`src/rtl/button_conditioner.sv`:
```
`default_nettype none
// +--------------------------------------------------------------------------+
// | Module   : button_conditioner                                            |
// | Purpose  : Two-flop synchroniser, per-channel debounce and registered    |
// |            press/release pulse generation for raw board push-buttons.    |
// |            Optional auto-repeat on btn_press via `BTN_AUTOREPEAT_EN.     |
// | Revision : 1.0 - initial release                                         |
// +--------------------------------------------------------------------------+
module button_conditioner #(
    parameter int NUM_BTN         = 3,
    parameter int DEBOUNCE_CYCLES = 1000000
`ifdef BTN_AUTOREPEAT_EN
    ,
    parameter int REPEAT_DELAY    = 50000000,
    parameter int REPEAT_PERIOD   = 10000000
`endif
) (
    input  logic               clk_100MHz,
    input  logic               reset,
    input  logic [NUM_BTN-1:0] btn_raw,
    output logic [NUM_BTN-1:0] btn_level,
    output logic [NUM_BTN-1:0] btn_press,
    output logic [NUM_BTN-1:0] btn_release
);

    localparam int              CNT_W    = $clog2(DEBOUNCE_CYCLES);
    localparam logic [CNT_W-1:0] CNT_LAST = CNT_W'(DEBOUNCE_CYCLES - 1);

`ifdef BTN_AUTOREPEAT_EN
    localparam int              RPT_MAX   = (REPEAT_DELAY > REPEAT_PERIOD) ? REPEAT_DELAY : REPEAT_PERIOD;
    localparam int              RPT_W     = $clog2(RPT_MAX) + 1;
    localparam logic [RPT_W-1:0] RPT_FIRST = RPT_W'(REPEAT_DELAY - 1);
    localparam logic [RPT_W-1:0] RPT_NEXT  = RPT_W'(REPEAT_PERIOD - 1);
`endif

    for (genvar i = 0; i < NUM_BTN; i++) begin : g_chan
        logic             sync1_q;
        logic             sync2_q;
        logic             stable_q;
        logic             stable_d;
        logic [CNT_W-1:0] cnt_q;
        logic [CNT_W-1:0] cnt_d;
        logic             press_q;
        logic             press_d;
        logic             release_q;
        logic             release_d;
        logic             rpt_hit;

        // Debounce: count consecutive disagreeing samples, accept on the last one
        always_comb begin
            stable_d  = stable_q;
            cnt_d     = '0;
            if (sync2_q != stable_q) begin
                if (cnt_q == CNT_LAST) begin
                    stable_d = sync2_q;
                end else begin
                    cnt_d = cnt_q + CNT_W'(1);
                end
            end
            press_d   = (stable_d & ~stable_q) | rpt_hit;
            release_d = ~stable_d & stable_q;
        end

        // Synchroniser, stable level, counter and pulse registers
        always_ff @(posedge clk_100MHz) begin
            if (reset) begin
                sync1_q   <= 1'b0;
                sync2_q   <= 1'b0;
                stable_q  <= 1'b0;
                cnt_q     <= '0;
                press_q   <= 1'b0;
                release_q <= 1'b0;
            end else begin
                sync1_q   <= btn_raw[i];
                sync2_q   <= sync1_q;
                stable_q  <= stable_d;
                cnt_q     <= cnt_d;
                press_q   <= press_d;
                release_q <= release_d;
            end
        end

`ifdef BTN_AUTOREPEAT_EN
        logic [RPT_W-1:0] rpt_cnt_q;
        logic [RPT_W-1:0] rpt_cnt_d;
        logic             rpt_on_q;
        logic             rpt_on_d;

        // Repeat timer: first pulse after the hold delay, then every period;
        // gated on the next level so a release edge never also repeats
        always_comb begin
            rpt_cnt_d = '0;
            rpt_on_d  = 1'b0;
            rpt_hit   = 1'b0;
            if (stable_q && stable_d) begin
                rpt_on_d  = rpt_on_q;
                rpt_cnt_d = rpt_cnt_q + RPT_W'(1);
                if (!rpt_on_q && (rpt_cnt_q == RPT_FIRST)) begin
                    rpt_hit   = 1'b1;
                    rpt_cnt_d = '0;
                    rpt_on_d  = 1'b1;
                end else if (rpt_on_q && (rpt_cnt_q == RPT_NEXT)) begin
                    rpt_hit   = 1'b1;
                    rpt_cnt_d = '0;
                end
            end
        end

        // Repeat timer registers
        always_ff @(posedge clk_100MHz) begin
            if (reset) begin
                rpt_cnt_q <= '0;
                rpt_on_q  <= 1'b0;
            end else begin
                rpt_cnt_q <= rpt_cnt_d;
                rpt_on_q  <= rpt_on_d;
            end
        end
`else
        assign rpt_hit = 1'b0;
`endif

        assign btn_level[i]   = stable_q;
        assign btn_press[i]   = press_q;
        assign btn_release[i] = release_q;
    end

endmodule
`default_nettype wire

```
`config.mk`:
```
export PLATFORM = sky130hd
export DESIGN_NAME = button_conditioner
export DESIGN_NICKNAME = d
export VERILOG_FILES = /design/src/rtl/button_conditioner.sv
export SDC_FILE = /design/constraint.sdc
export NUM_CORES = 1
export LEC_CHECK = 0
export CAP_MARGIN = 20
export CORE_ASPECT_RATIO = 0.75
export CORE_MARGIN = 8
export CORE_UTILIZATION = 35
export CTS_BUF_LIST = sky130_fd_sc_hd__clkbuf_2 sky130_fd_sc_hd__clkbuf_4 sky130_fd_sc_hd__clkbuf_8
export DETAILED_ROUTE_END_ITERATION = 10
export PLACE_DENSITY = 0.49
export SLEW_MARGIN = 20
export SYNTH_ARGS = -nofsm -noshare
export SYNTH_HDL_FRONTEND = slang
export SYNTH_SLANG_ARGS = --single-unit
```
`constraint.sdc`:
```
create_clock -name clk_100MHz -period 2.9 [get_ports clk_100MHz]
set_input_delay 0.87 -clock clk_100MHz [delete_from_list [all_inputs] [get_ports clk_100MHz]]
set_output_delay 0.87 -clock clk_100MHz [all_outputs]
set_load 0.005 [all_outputs]
```
==> flow_metrics.tcl <==
set metrics [dict create \
    firstDrtPassIters 4 \
    grt_first_pass_wirelength_mm 11.3 \
    setup_viol 0 \
    synthesis.area_um2 3280 \
    cts_setup_buffers 0 \
    htree_levels 3 \
    die_h_um 99.9 \
    n_antenna_cell 0 \
    ir_worst_vdd_mv 0.225 \
    cts-root-buf "clkbuf_8" \
    yosysSeqAreaShare 0.457 \
    hold_slack_ns 0.436 \
    layout_commonest_cell "dfxtp_1" \
    hold_buffers 0 \
    drc 0 \
    synth_seq_cells 75 \
    crit_type "reg -> reg" \
    syn_area_per_cell_um2 8.82 \
    min_path_type "reg -> reg" \
    cp_top_family "simple AND/OR/NAND/NOR gates" \
    placed_area_um2 3500 \
    maxSlewViolCount 0 \
    synthDistinctLibCells 36 \
    die_area_um2 12800 \
    syn-num-nets 380 \
    area_growth_pct 12.7 \
    cp_data_required_time_ns 3.12 \
    dpl.hpwl_mm 4.62 \
    grt_max_degree 20 \
    fmax_mhz 464 \
    antenna_left 0 \
    crit_path_max_fanout 19 \
    antenna_found_initial 0 \
    drive_gt1_frac 0.0670 \
    path_cells "or4_1 -> or4_4 -> o21ai_4 -> nor2_1" \
    wl_per_cell_um 12.6 \
    clock_skew_ns 0.00532 \
    ioPinCount 14 \
    crit_arrival_ns 2.38 \
    final_cell_mix "dfxtp_1 (75), nor2_1 (49), nand3_1 (28)" \
    p_per_area_nw_per_um2 507 \
    rows 30 \
    maxCapViolCount 0 \
    clockBufferDepth 2 \
    status "finished clean" \
    drtIter0Drc 147 \
    design_area_um2 3700 \
    cts_sinks 75 \
    grt-ovfl-total 0 \
    cts_buffers 9 \
    die_w_um 128 \
    crit_slowest_cell "or4_4" \
    finalHoldViolCount 0 \
    cp_num_cells 4 \
    cts.repair.resized 0 \
    path_clk_slew_ns 0.08 \
    grt_setup_unrepaired "no" \
    tns_ns 0 \
    routed_wl_mm 6.52 \
    gp_congestion 0.735 \
    grt_use_total 0.111 \
    portBuffers 13 \
    p_total_mw 1.87 \
    fin_cells 516 \
    start_util 0.361 \
    vias_per_cell 4.97 \
    ys_warn_count 0 \
    tightest_slew_ns 0.558 \
    placed_cells 500 \
    cpPeakStageDelay_ns 0.56 \
    min_period_over_period 0.743 \
    leakagePower_nw 1.04 \
    max_slew_margin 0.626 \
    fin_nets 391 \
    core_region_area_um2 9080 \
    syn_inst 372 \
    grt_pass1_vias 2392 \
    period_needed_ns 2.15 \
    clock_latency_ns 0.35 \
    worstSetupStartpointType "flip-flop" \
    path_buf_inv 0 \
    endpoint_kind "flip-flop" \
    vias 2563 \
    cts_tree "built" \
    hold_depth 1 \
    reg2regPathDepth 4 \
]
==> where the power goes <==
part | switching (mW) | leakage, nW | internal (mW)
Clock | 0.374 | 0.0994 | 0.439
Sequential | 0.00282 | 0.605 | 1.03
Combinational | 0.0142 | 0.334 | 0.0110
==> synthesized netlist by cell type (all sizes together) <==
cell type  instances  area share
dfxtp             75        0.46
nor2              49       0.056
nand3             28       0.043
xnor2             26       0.069
a21oi             20       0.031
nand2             18       0.021
nor3              15       0.023
nand4             14       0.027
xor2              14       0.037
buf               11       0.026
o21ai             11       0.020
or4               11       0.026
or3                9       0.017
inv                8      0.0092
nor4               8       0.015
o31ai              8       0.018
clkbuf             6      0.0069
nand2b             6       0.011
nor2b              6       0.011
and3               5      0.0095
and4               5       0.013
nor4b              4       0.011
ha                 3       0.011
or2                3      0.0057
and2               2      0.0038
nand4bb            2      0.0069
or3b               2      0.0053
nand3b             1      0.0023
nor4bb             1      0.0031
o41ai              1      0.0027
==> through the flow <==
step / worst slack [ns] / util
after floorplan: 0.899 / -
after global placement: 0.480 / 0.385
after detailed placement: 0.387 / 0.385
after CTS: 0.726 / 0.407
after global routing: 0.607 / 0.407
final: 0.746 / 0.407
==> layout make-up <==
cell class	instances	area, um2
tap	128	160
sequential	75	1500
multi-input combinational	272	1640
inverter	8	30.0
clock buffer	12	153
fill	960	5390
timing repair buffer	17	160
clock inverter	4	50.0
==> per-layer routing <==
| metal | vias to the layer above | routed length, um | share of wire | GRT usage |
|---|---|---|---|---|
| met5 | - | 0 | 0 | 0 |
| met3 | 12 | 266 | 0.041 | 0.0387 |
| met2 | 24 | 2850 | 0.44 | 0.167 |
| met4 | 0 | 120 | 0.018 | 0.0519 |
| met1 | 1197 | 3290 | 0.50 | 0.139 |
| li1 | 1330 | - | - | - |
==> final timing paths <==
path	start	to	slack, ns
worst max-delay path	g_chan[1].cnt_q[10]	g_chan[1].cnt_q[8]	0.75
worst min-delay path	g_chan[1].sync1_q	g_chan[1].sync2_q	0.44
worst max register to register	g_chan[1].cnt_q[10]	g_chan[1].cnt_q[8]	0.75
worst min register to register	g_chan[1].sync1_q	g_chan[1].sync2_q	0.44
==> flip-flops by register name, summed over array words and instances, names as in the netlist <==
signal,flops
g_chan.release_q,3
g_chan.stable_q,3
g_chan.sync1_q,3
g_chan.sync2_q,3
g_chan.cnt_q,60
g_chan.press_q,3
==> kinds of logic (layout without fill, tap and decap cells) <==
group           Yosys count  after routing  synth area share
simple gates            189            189             0.311
flops                    75             75             0.457
compound gates           40             40            0.0717
xor+xnor                 40             40             0.107
buf+inv                  25             41            0.0416
fa+ha+maj                 3              3            0.0114
No activity file was read; power rests on OpenSTA's default activity.
